File: src/rtl/dist_pkg.sv
// Shared types and constants for the distance compensation path.
// Imported by the apply top and the saturating add/sub unit.
package dist_pkg;

    // Update sequencer states
    typedef enum logic [1:0] {
        ST_IDLE,
        ST_REQ,
        ST_SETTLE,
        ST_LATCH
    } upd_state_e;

    // Calculator request-to-result latency, in clock cycles
    localparam int SETTLE_CYC = 20;

    // Raw sentinel codes that are never compensated
    localparam logic [15:0] DIST_NONE    = 16'h0000;
    localparam logic [15:0] DIST_INVALID = 16'hFFFF;

    // Clamp limits keep results clear of the sentinels
    localparam logic [15:0] DIST_MAX = 16'hFFFE;
    localparam logic [15:0] DIST_MIN = 16'h0001;

    // Stage-1 bundle: everything stage 2 needs, frozen per sample
    typedef struct packed {
        logic [15:0] raw;
        logic [15:0] compen;
        logic        en;
    } s1_t;

endpackage

File: src/rtl/dist_sat_addsub.sv
// Sign-magnitude add/subtract of a compensation onto a raw distance,
// clamped so the result never collides with the sentinel codes.
module dist_sat_addsub
    import dist_pkg::*;
#(
    parameter logic [15:0] DIST_NONE    = dist_pkg::DIST_NONE,
    parameter logic [15:0] DIST_INVALID = dist_pkg::DIST_INVALID
) (
    input  logic [15:0] raw_i,
    input  logic [15:0] compen_i,
    input  logic        en_i,
    output logic [15:0] data_o,
    output logic        sat_o
);

    logic [14:0] mag;
    logic        neg;
    logic        pass;
    logic [16:0] sum;

    assign mag  = compen_i[14:0];
    // Negative zero behaves like +0
    assign neg  = compen_i[15] && (mag != 15'd0);
    assign pass = !en_i
               || (raw_i == DIST_NONE)
               || (raw_i == DIST_INVALID);
    assign sum  = {1'b0, raw_i} + {2'b00, mag};

    // Select passthrough, clamped or plain result
    always_comb begin
        data_o = raw_i;
        sat_o  = 1'b0;
        if (pass) begin
            data_o = raw_i;
        end else if (!neg) begin
            if (sum > {1'b0, DIST_MAX}) begin
                data_o = DIST_MAX;
                sat_o  = 1'b1;
            end else begin
                data_o = sum[15:0];
            end
        end else if ({1'b0, mag} >= raw_i) begin
            data_o = DIST_MIN;
            sat_o  = 1'b1;
        end else begin
            data_o = raw_i - {1'b0, mag};
        end
    end

endmodule

File: src/rtl/dist_compen_apply.sv
// Periodically refreshes the active compensation from the calculator
// and applies it to the raw distance stream in a 2-stage pipeline.
module dist_compen_apply
    import dist_pkg::*;
#(
    parameter int          SETTLE_CYC   = dist_pkg::SETTLE_CYC,
    parameter logic [15:0] DIST_NONE    = dist_pkg::DIST_NONE,
    parameter logic [15:0] DIST_INVALID = dist_pkg::DIST_INVALID
) (
    input  logic        i_clk_50m,
    input  logic        i_rst_n,
    input  logic        i_enable,
    input  logic [15:0] i_compen_period,
    output logic        o_compen_req,
    input  logic [15:0] i_dist_compen,
    input  logic        i_raw_valid,
    input  logic [15:0] i_raw_dist,
    output logic        o_dist_valid,
    output logic [15:0] o_dist_data,
    output logic        o_dist_sat
);

    localparam int SW = (SETTLE_CYC > 1) ? $clog2(SETTLE_CYC) : 1;

    logic [15:0]   per_cnt_q;
    logic          tick;

    upd_state_e    state_q;
    logic [SW-1:0] settle_q;
    logic          req_q;
    logic [15:0]   r_compen_act;

    logic          s1_vld_q;
    s1_t           s1_q;

    logic [15:0]   res_w;
    logic          sat_w;

    logic          out_vld_q;
    logic [15:0]   out_data_q;
    logic          out_sat_q;

    // Wrap on >= so a shrunk period takes effect on the next cycle
    assign tick = (i_compen_period != 16'd0)
               && (per_cnt_q >= (i_compen_period - 16'd1));

    // Free-running period counter, parked at 0 when disabled
    always_ff @(posedge i_clk_50m or negedge i_rst_n) begin
        if (!i_rst_n) begin
            per_cnt_q <= 16'd0;
        end else if (tick || (i_compen_period == 16'd0)) begin
            per_cnt_q <= 16'd0;
        end else begin
            per_cnt_q <= per_cnt_q + 16'd1;
        end
    end

    // Update sequencer: request, wait out latency, latch when quiet
    always_ff @(posedge i_clk_50m or negedge i_rst_n) begin
        if (!i_rst_n) begin
            state_q      <= ST_IDLE;
            settle_q     <= '0;
            req_q        <= 1'b0;
            r_compen_act <= 16'd0;
        end else begin
            req_q <= 1'b0;
            case (state_q)
                ST_IDLE: begin
                    if (tick) begin
                        state_q <= ST_REQ;
                        req_q   <= 1'b1;
                    end
                end
                ST_REQ: begin
                    settle_q <= '0;
                    state_q  <= ST_SETTLE;
                end
                ST_SETTLE: begin
                    if (settle_q == SW'(SETTLE_CYC - 1)) begin
                        state_q <= ST_LATCH;
                    end else begin
                        settle_q <= settle_q + SW'(1);
                    end
                end
                ST_LATCH: begin
                    // Never swap the value under an arriving sample
                    if (!i_raw_valid) begin
                        r_compen_act <= i_dist_compen;
                        state_q      <= ST_IDLE;
                    end
                end
                default: begin
                    state_q <= ST_IDLE;
                end
            endcase
        end
    end

    // Stage 1: freeze raw, compensation and enable per sample
    always_ff @(posedge i_clk_50m or negedge i_rst_n) begin
        if (!i_rst_n) begin
            s1_vld_q <= 1'b0;
            s1_q     <= '0;
        end else begin
            s1_vld_q <= i_raw_valid;
            if (i_raw_valid) begin
                s1_q.raw    <= i_raw_dist;
                s1_q.compen <= r_compen_act;
                s1_q.en     <= i_enable;
            end
        end
    end

    dist_sat_addsub #(
        .DIST_NONE    (DIST_NONE),
        .DIST_INVALID (DIST_INVALID)
    ) u_addsub (
        .raw_i    (s1_q.raw),
        .compen_i (s1_q.compen),
        .en_i     (s1_q.en),
        .data_o   (res_w),
        .sat_o    (sat_w)
    );

    // Stage 2: register result; data holds between strobes
    always_ff @(posedge i_clk_50m or negedge i_rst_n) begin
        if (!i_rst_n) begin
            out_vld_q  <= 1'b0;
            out_data_q <= 16'd0;
            out_sat_q  <= 1'b0;
        end else begin
            out_vld_q <= s1_vld_q;
            out_sat_q <= s1_vld_q & sat_w;
            if (s1_vld_q) begin
                out_data_q <= res_w;
            end
        end
    end

    assign o_compen_req = req_q;
    assign o_dist_valid = out_vld_q;
    assign o_dist_data  = out_data_q;
    assign o_dist_sat   = out_sat_q;

endmodule

File: config.mk
export PLATFORM = sky130hd
export DESIGN_NAME = dist_compen_apply
export DESIGN_NICKNAME = d
export VERILOG_FILES = /design/src/rtl/dist_pkg.sv /design/src/rtl/dist_sat_addsub.sv /design/src/rtl/dist_compen_apply.sv
export SDC_FILE = /design/constraint.sdc
export NUM_CORES = 1
export LEC_CHECK = 0
export CORE_MARGIN = 2
export CORE_UTILIZATION = 64
export CTS_BUF_LIST = sky130_fd_sc_hd__clkbuf_8
export DETAILED_ROUTE_END_ITERATION = 6
export PLACE_DENSITY_LB_ADDON = 0.1
export SLEW_MARGIN = 10
export SYNTH_ARGS = -nofsm -noshare
export SYNTH_HDL_FRONTEND = slang
export SYNTH_SLANG_ARGS = --single-unit
File: constraint.sdc
create_clock -name i_clk_50m -period 6.9 [get_ports i_clk_50m]
set_input_delay 1.725 -clock i_clk_50m [delete_from_list [all_inputs] [get_ports i_clk_50m]]
set_output_delay 1.725 -clock i_clk_50m [all_outputs]
set_load 0.05 [all_outputs]
---- Yosys cells after proc, flatten, opt, wreduce, memory -nomap -nowiden ----
Cells that the tools add are included.
storage, ports and cells
  register bits after elaboration ......... 92
  latch bits .............................. 0
  RAM bits ................................ 0
  memory bits (read-only) ................. 0
  input bits .............................. 52
  output and inout bits ................... 19
  memories ................................ 0
operators by class
  add/sub/neg operators ................... 5
  $mul .................................... 0
  divide/modulo/power cells ............... 0
  order comparisons ....................... 3
  equal/unequal tests ..................... 9
  shifts and indexed selects .............. 0
  mux-type cells .......................... 17
  bitwise operators ....................... 2
  reduce and logical (&&, ||, !) cells .... 15
operators with widths
  cell                                                  count
  two-way mux 16 bit                                    5
  zero test 16 bit                                      2
  adder 16 x 15 -> 17 bit                               1
  > comparator 17 x 16 -> 1 bit, second input constant  1
  adder 16 x 1 -> 16 bit, second input constant         1
  equality test 16 bit, second input constant           1
  >= comparator 15 x 16 -> 1 bit                        1
  >= comparator 16 bit                                  1
  nonzero test 16 bit                                   1
  subtractor 16 x 1 -> 16 bit, second input constant    1
  subtractor 16 x 15 -> 16 bit                          1
  nonzero test 15 bit                                   1
  case mux 5 bit (2 select lines)                       1
  inequality test 2 bit, second input constant          4
  case mux 2 bit (4 select lines)                       1
  two-way mux 1 bit                                     6
  two-way mux 2 bit                                     3
  adder 5 x 1 -> 5 bit, second input constant           1
  equality test 5 bit, second input constant            1
  two-way mux 5 bit                                     1
  equality test 2 bit, second input constant            2
  AND reduction 2 bit                                   2
  logical OR 1 bit                                      3
  AND reduction 3 bit                                   1
  7 further kinds                                       8

---- Longest topological paths before layout ----
Gate-level depths: netlist of run 1.
  depth in word-level cells ............... 6
  gate-level depth with buffers ........... 14

---- Cells and area by module ----
A second synthesis of run 1 with hierarchy kept.
unflattened totals
  cells, all modules ...................... 675
  area, all modules ....................... 6652.6 um2
modules (own cells, without submodules)
  module             times used  cells an instance  area an instance (um2)  seq. area each (um2)
  dist_compen_apply  1           339                4352.9                  2302.2
  dist_sat_addsub    1           336                2299.7                  0.0

---- Least setup slack after synthesis of run 1 ----
No wires, ideal clock.
  path kind ............................... in2reg
  from .................................... input i_compen_period[4]
  to ...................................... register per_cnt_q[10]
  library setup time ...................... 86 ps
  data arrival time ....................... 4883 ps
  required time ........................... 6814 ps
  slack ................................... 1931 ps
  cell stages on the path ................. 12
  path buffers ............................ 1
  cells stage by stage .................... or4_4 or3_4 or4_1 or2_4 nor2_1 xnor2_1 ha_1 a31o_2 o32ai_1 nor2_1 clkbuf_1 nor3_1
on the way
  cells in the longest elaborated chain, start to end .. 5
  elaborated cells between the ends (all ways) .. 7
RTL lines
  element                      RTL line                 RTL
  start: declaration           dist_compen_apply.sv:13  input logic [15:0] i_compen_period,
  subtractor 16 x 1 -> 16 bit  dist_compen_apply.sv:45  && (per_cnt_q >= (i_compen_period - 16'd1));
  >= comparator 16 bit         dist_compen_apply.sv:45
  logical AND 1 bit            dist_compen_apply.sv:45
  logical OR 1 bit *           dist_compen_apply.sv:51  end else if (tick || (i_compen_period == 16'd0)) begin
  two-way mux 16 bit *         dist_compen_apply.sv:51
  end signal: assignment       dist_compen_apply.sv:54  per_cnt_q <= per_cnt_q + 16'd1;
  end: declaration             dist_compen_apply.sv:25  logic [15:0] per_cnt_q;
Every way passes the cells marked *; elsewhere a longest branch is shown, timed or not.
A chain may end at the register's enable or synchronous reset.

---- Worst setup path in the final report of run 1 ----
  from .................................... input i_compen_period[4]
  to ...................................... register per_cnt_q[13]
The elaborated chain is that of the path after synthesis.

==> impl_metrics.yaml, run 1 <==
status:
  status: "finished clean"
routing:
  wl_um: 19000
  first_iter_violations: 489
  firstDrtPassIters: 5
  drc_errors: 0
  viasPerCell: 6.52
  final_antenna_net_count: 0
  wl_per_cell_um: 20.3
  dr_total_vias: 6094
final_layout:
  nNetsFinal: 903
  diodes: 0
  fillers: 691
  syn2layout_area_growth_pct: 14.2
  drive_above_1_share: 0.0865
global_route:
  grt_overflow_total: 0
  grt_max_degree: 54
  grt_pass1_wl_um: 30600
  grt.total_usage: 0.348
  antenna_found_initial: 0
  first_global_vias: 6075
timing:
  max_freq_mhz: 176
  fin_crit_ns: 5.69
  clock-skew-final_ns: 0.0207
  grt_setup_unrepaired: "no"
  hold_viol: 0
  setup_viol: 0
  relSlewSlack: 0.200
  setup-tns-final_ns: 0
  tightest_slew_ns: 1.20
  post-route-period-util: 0.824
  maxSlewViolCount: 0
worst_setup_path:
  setup.worst_path.class: "in2reg"
  cp_num_cells: 13
  cp_num_buf_inv: 1
  required_ns: 7.09
  crit_end: "per_cnt_q[13]"
  critPathCaptureType: "flip-flop"
  cp-startpoint: "i_compen_period[4]"
  cp-start-kind: "input pin"
  reg2reg_from: "s1_q[17]"
  path_common_cell: "nor2_1"
  worstRegToRegCells: 10
  cp.arrival_ns: 5.87
  rrSetupSlack_ns: 3.17
  rr_endpoint: "o_dist_data[8]"
  cpMaxStageDelayCell: "nor2_1"
  cpLargestDelayFamily: "simple AND/OR/NAND/NOR gates"
  crit_chain: "clkdlybuf4s50_1 -> or4_4 -> or3_4 -> or4_1 -> or2_4 -> nor2_1 -> xnor2_1 -> ha_1 -> nor2b_1 -> nor4b_1 -> o21a_1 -> nor2_1 -> nor3_1"
  critPathMaxFanout: 18
  max_stage_delay_ns: 0.91
clock_tree:
  clock_path_buffers: 2
  hold_buffers: 0
  cts.sinks: 92
  cts_max_level: 3
  cts_setup_buffers: 0
  insertion_delay_ns: 0.38
  cts_resized: 0
  tritoncts: "built"
  root_buffer: "clkbuf_8"
  numCtsBuffers: 9
  clk_pin_slew_ns: 0.09
min_path:
  hold_path_class: "reg2reg"
floorplan:
  die_w_um: 106
  initial_core_util: 0.652
  io_pins: 71
  die_y_um: 106
  core_um2: 10200
  die_area_um2: 11300
  num_rows: 37
run:
  maxCapViolations: 0
placement:
  port_buffers: 70
  gp_congestion: 0.952
  dpl.hpwl_um: 14700
pwr:
  powerDensity_nw_per_um2: 394
  power_w: 0.00300
  peakVddDrop_uv: 225
  p_leak_nw: 3.26
yosys:
  yosys.cell_count.top_type: "dfrtp_1"
  synth_edf_count: 0
  synth_area_um2: 6670
  yosys-top-cells-area: "dfrtp_1 35%, ha_1 10%, mux2_2 5.4%, xnor2_1 3.9%, o21ai_0 3.8%"
  synth_area_leader_cell: "dfrtp_1"
  ys_types: 72
  seq_area_frac_synth: 0.345
  synthTopCellsByCount: "92 x dfrtp_1, 55 x ha_1, 55 x nand2_1"
  synth-seq-cells: 92
  synth_cells: 743
  async_flop_share: 1.00
  yosysTopAreaCellShare: 0.345
  synth_warnings: 0
  syn_avg_cell_area_um2: 8.98
  syn_nets: 852
  synth_top_flop_cell: "dfrtp_1"
## power breakdown
group	internal [W]	total [W]	leakage (nW)	switching, W
sequential	0.000722	0.000905	1.13	0.000183
combinational	0.000672	0.00173	2.04	0.00106
clock	0.000169	0.000370	0.0899	0.000201
total	0.00156	0.00300	3.26	0.00144
## how the worst min path moves through the flow
stage	cells past startpoint	startpoint	to
finish	2	r_compen_act[8]	s1_q[9]
global route	2	r_compen_act[8]	s1_q[9]
CTS	2	r_compen_act[8]	s1_q[9]
detailed placement	2	r_compen_act[8]	s1_q[9]
global placement	2	r_compen_act[8]	s1_q[9]
floorplan	0	s1_vld_q	o_dist_valid
## layout by cell type, fill, tap and decap left out, drive strengths merged, types with 15 or more instances in the layout
| cell type | n |
|---|---|
| a21oi | 32 |
| clkdlybuf4s50 | 68 |
| dfrtp | 92 |
| ha | 55 |
| inv | 43 |
| mux2 | 32 |
| nand2 | 55 |
| nand3 | 27 |
| nor2 | 48 |
| nor3 | 36 |
| nor4 | 15 |
| o21ai | 52 |
| xnor2 | 30 |
## metrics by stage
| stage | setup WS [ns] | hold WS [ns] | instances | utilization | cell area [um^2] |
|---|---|---|---|---|---|
| global placement | 1.09 | 0.466 | 919 | 0.725 | 7420 |
| floorplan | 1.93 | 0.352 | 743 | - | 6670 |
| global route | 1.02 | 0.527 | 934 | 0.745 | 7620 |
| detailed placement | 0.881 | 0.481 | 919 | 0.725 | 7420 |
| finish | 1.21 | 0.495 | 934 | 0.745 | 7620 |
| CTS | 1.27 | 0.495 | 934 | 0.745 | 7620 |
## layout make-up
type	instances	area, um^2	area share
clock inverter	6	72.6	0.00953
inverter	41	154	0.0202
timing repair buffer	75	731	0.0959
tap	136	170	0.0223
sequential	92	2300	0.302
clock buffer	9	124	0.0163
multi-input combinational	575	4070	0.534
## worst min-delay path, cell delays in order, from the launching register on
cell and delay (ns):
dfrtp_1 0.36, nand2_1 0.05, o21ai_0 0.06
## cell families (layout without fill, tap and decap cells)
logic type | Yosys count | after routing | synth area share
compound gates | 189 | 189 | 0.190
xor+xnor | 43 | 43 | 0.0565
fa+ha+maj | 57 | 57 | 0.109
buf+inv | 76 | 131 | 0.0456
flops | 92 | 92 | 0.345
mux | 32 | 32 | 0.0540
simple gates | 254 | 254 | 0.200
## per-layer routing
metal | global-route usage | up-vias | part of all wire
li1 | - | 2815 | -
met1 | 0.416 | 2918 | 0.39
met2 | 0.608 | 297 | 0.50
met3 | 0.0497 | 64 | 0.059
met4 | 0.180 | 0 | 0.052
met5 | 0 | - | 0
## registers in the layout (all words and copies together), names as in the netlist
name          flops
r_compen_act     16
s1_q             33
o_dist_data      16
o_dist_sat        1
o_compen_req      1
s1_vld_q          1
per_cnt_q        16
o_dist_valid      1
settle_q          5
state_q           2
Power figures use the tool's default switching activity.
==> inputs of run 2 (changes only) <==
- CORE_UTILIZATION: 64 -> 59
- clock period: 6.9 -> 5.85 ns (I/O delays scaled with it)
==> run 2 against run 1 <==
Against the previous run: global-route usage down 0.66 points; clock skew down 0.0034 ns; utilization is 4.8 points lower; critical path depth fell by 1; non-clock buffer count down 2; via count down 0.54%; cell count grew 0.32%; design area hardly changed; die area grew 8.1%; largest cell class unchanged.
==> impl_metrics.yaml, run 2 (synthesized netlist as in run 1, its figures left out) <==
clock_tree:
  cts_max_level: 3
  cts.sinks: 92
  numCtsBuffers: 9
  hold_buffers: 0
  clk_pin_slew_ns: 0.10
  tritoncts: "built"
  insertion_delay_ns: 0.38
  root_buffer: "clkbuf_8"
  cts_resized: 0
  cts_setup_buffers: 0
  clock_path_buffers: 2
timing:
  max_freq_mhz: 194
  setup-tns-final_ns: 0
  clock-skew-final_ns: 0.0173
  hold_viol: 0
  relSlewSlack: 0.404
  worst_hold_slack_ns: 0.490
  grt_setup_unrepaired: "no"
  post-route-period-util: 0.882
  fin_crit_ns: 5.16
  setup_viol: 0
  tightest_slew_ns: 0.895
  maxSlewViolCount: 0
run:
  maxCapViolations: 0
placement:
  port_buffers: 70
  gp_congestion: 1.03
  dpl.hpwl_um: 15200
worst_setup_path:
  critPathCaptureType: "flip-flop"
  setup.worst_path.class: "in2reg"
  rrSetupSlack_ns: 2.18
  path_common_cell: "nor3_1"
  max_stage_delay_ns: 0.58
  cp-start-kind: "input pin"
  critPathMaxFanout: 18
  crit_chain: "clkdlybuf4s50_1 -> or4_4 -> or3_4 -> or4_1 -> or2_4 -> nor3_1 -> xnor2_1 -> ha_1 -> a31o_2 -> o32ai_1 -> nor2_2 -> nor3_1"
  cpLargestDelayFamily: "simple AND/OR/NAND/NOR gates"
  required_ns: 6.13
  reg2reg_from: "s1_q[17]"
  worstRegToRegCells: 11
  cp_num_buf_inv: 1
  rr_endpoint: "o_dist_data[12]"
  cp.arrival_ns: 5.44
  cpMaxStageDelayCell: "or4_4"
routing:
  firstDrtPassIters: 5
  wl_um: 19400
  drc_errors: 0
  viasPerCell: 6.47
  final_antenna_net_count: 0
  dr_total_vias: 6061
  wl_per_cell_um: 20.7
  first_iter_violations: 620
pwr:
  p_leak_nw: 3.26
  peakVddDrop_uv: 309
  powerDensity_nw_per_um2: 470
global_route:
  grt_max_degree: 93
  grt_busiest_layer: "met2"
  grt.total_usage: 0.341
  grt_overflow_total: 0
  grt_pass1_wl_um: 31100
  first_global_vias: 5797
  antenna_found_initial: 0
  grtUsageMet1: 0.493
  grt.met3_usage: 0.0570
  grt_use_met2: 0.513
final_layout:
  syn2layout_area_growth_pct: 14.3
  fillers: 870
  nNetsFinal: 901
  final_common_cell: "dfrtp_1"
  diodes: 0
  top_register: "s1_q"
  largest_reg_flops: 33
  most-common-layout-cells: "92 x dfrtp_1, 68 x clkdlybuf4s50_1, 55 x nand2_1, 55 x ha_1, 51 x o21ai_0"
  drive_above_1_share: 0.0866
floorplan:
  die_area_um2: 12200
  num_rows: 38
  die_y_um: 110
  initial_core_util: 0.610
  io_pins: 71
  die_w_um: 110
  core_um2: 10900
status:
  status: "finished clean"
min_path:
  hold_path_class: "reg2reg"
  holdPathEnd: "s1_q[10]"
  holdPathStages: 2
  hold_path_startpoint: "r_compen_act[9]"
## run 2: report_power, final
| part | switching (W) | total (W) | internal [W] | leakage (nW) |
|---|---|---|---|---|
| Sequential | 0.000219 | 0.00107 | 0.000851 | 1.13 |
| Combinational | 0.00126 | 0.00205 | 0.000791 | 2.03 |
| Clock | 0.000256 | 0.000460 | 0.000205 | 0.103 |
## run 2: layout make-up
type,count,area [um^2],area share
inverters,41,154,0.0202
clock inverters,7,80.1,0.0105
clock buffers,9,124,0.0163
repair buffers,73,719,0.0944
flip-flops and latches,92,2300,0.302
well taps,140,175,0.0230
multi-input cells,575,4070,0.534
## run 2: worst max-delay path by stage
stage	startpoint	endpoint	slack, ns	cells past startpoint
after floorplan	i_compen_period[4]	per_cnt_q[10]	1.14	12
after global placement	i_compen_period[4]	o_compen_req	0.30	13
after detailed placement	i_compen_period[4]	o_compen_req	0.11	13
after CTS	i_compen_period[4]	per_cnt_q[10]	0.50	13
after global routing	i_compen_period[4]	per_cnt_q[15]	0.58	13
final	i_compen_period[4]	per_cnt_q[10]	0.69	12
## run 2: per-stage QoR
| stage | util | power [W] | instances | instance area (um^2) | setup WS, ns |
|---|---|---|---|---|---|
| 2_1_floorplan | - | 0.00247 | 743 | 6670 | 1.14 |
| 3_3_place_gp | 0.678 | 0.00300 | 921 | 7410 | 0.302 |
| 3_5_place_dp | 0.678 | 0.00307 | 921 | 7410 | 0.108 |
| 4_1_cts | 0.696 | 0.00354 | 937 | 7620 | 0.502 |
| 5_1_grt | 0.697 | 0.00383 | 937 | 7620 | 0.578 |
| 6_report | 0.697 | 0.00359 | 937 | 7620 | 0.690 |
## run 2: worst min-delay path, stage by stage (launching register included)
cell and delay, ns:
dfrtp_1 0.35, nand2_1 0.05, o21ai_0 0.06
## run 2: layer usage
layer / share of wire / up-vias
met1: 0.45 / 2909
li1: - / 2816
met5: 0 / -
met2: 0.44 / 283
met3: 0.075 / 53
met4: 0.033 / 0
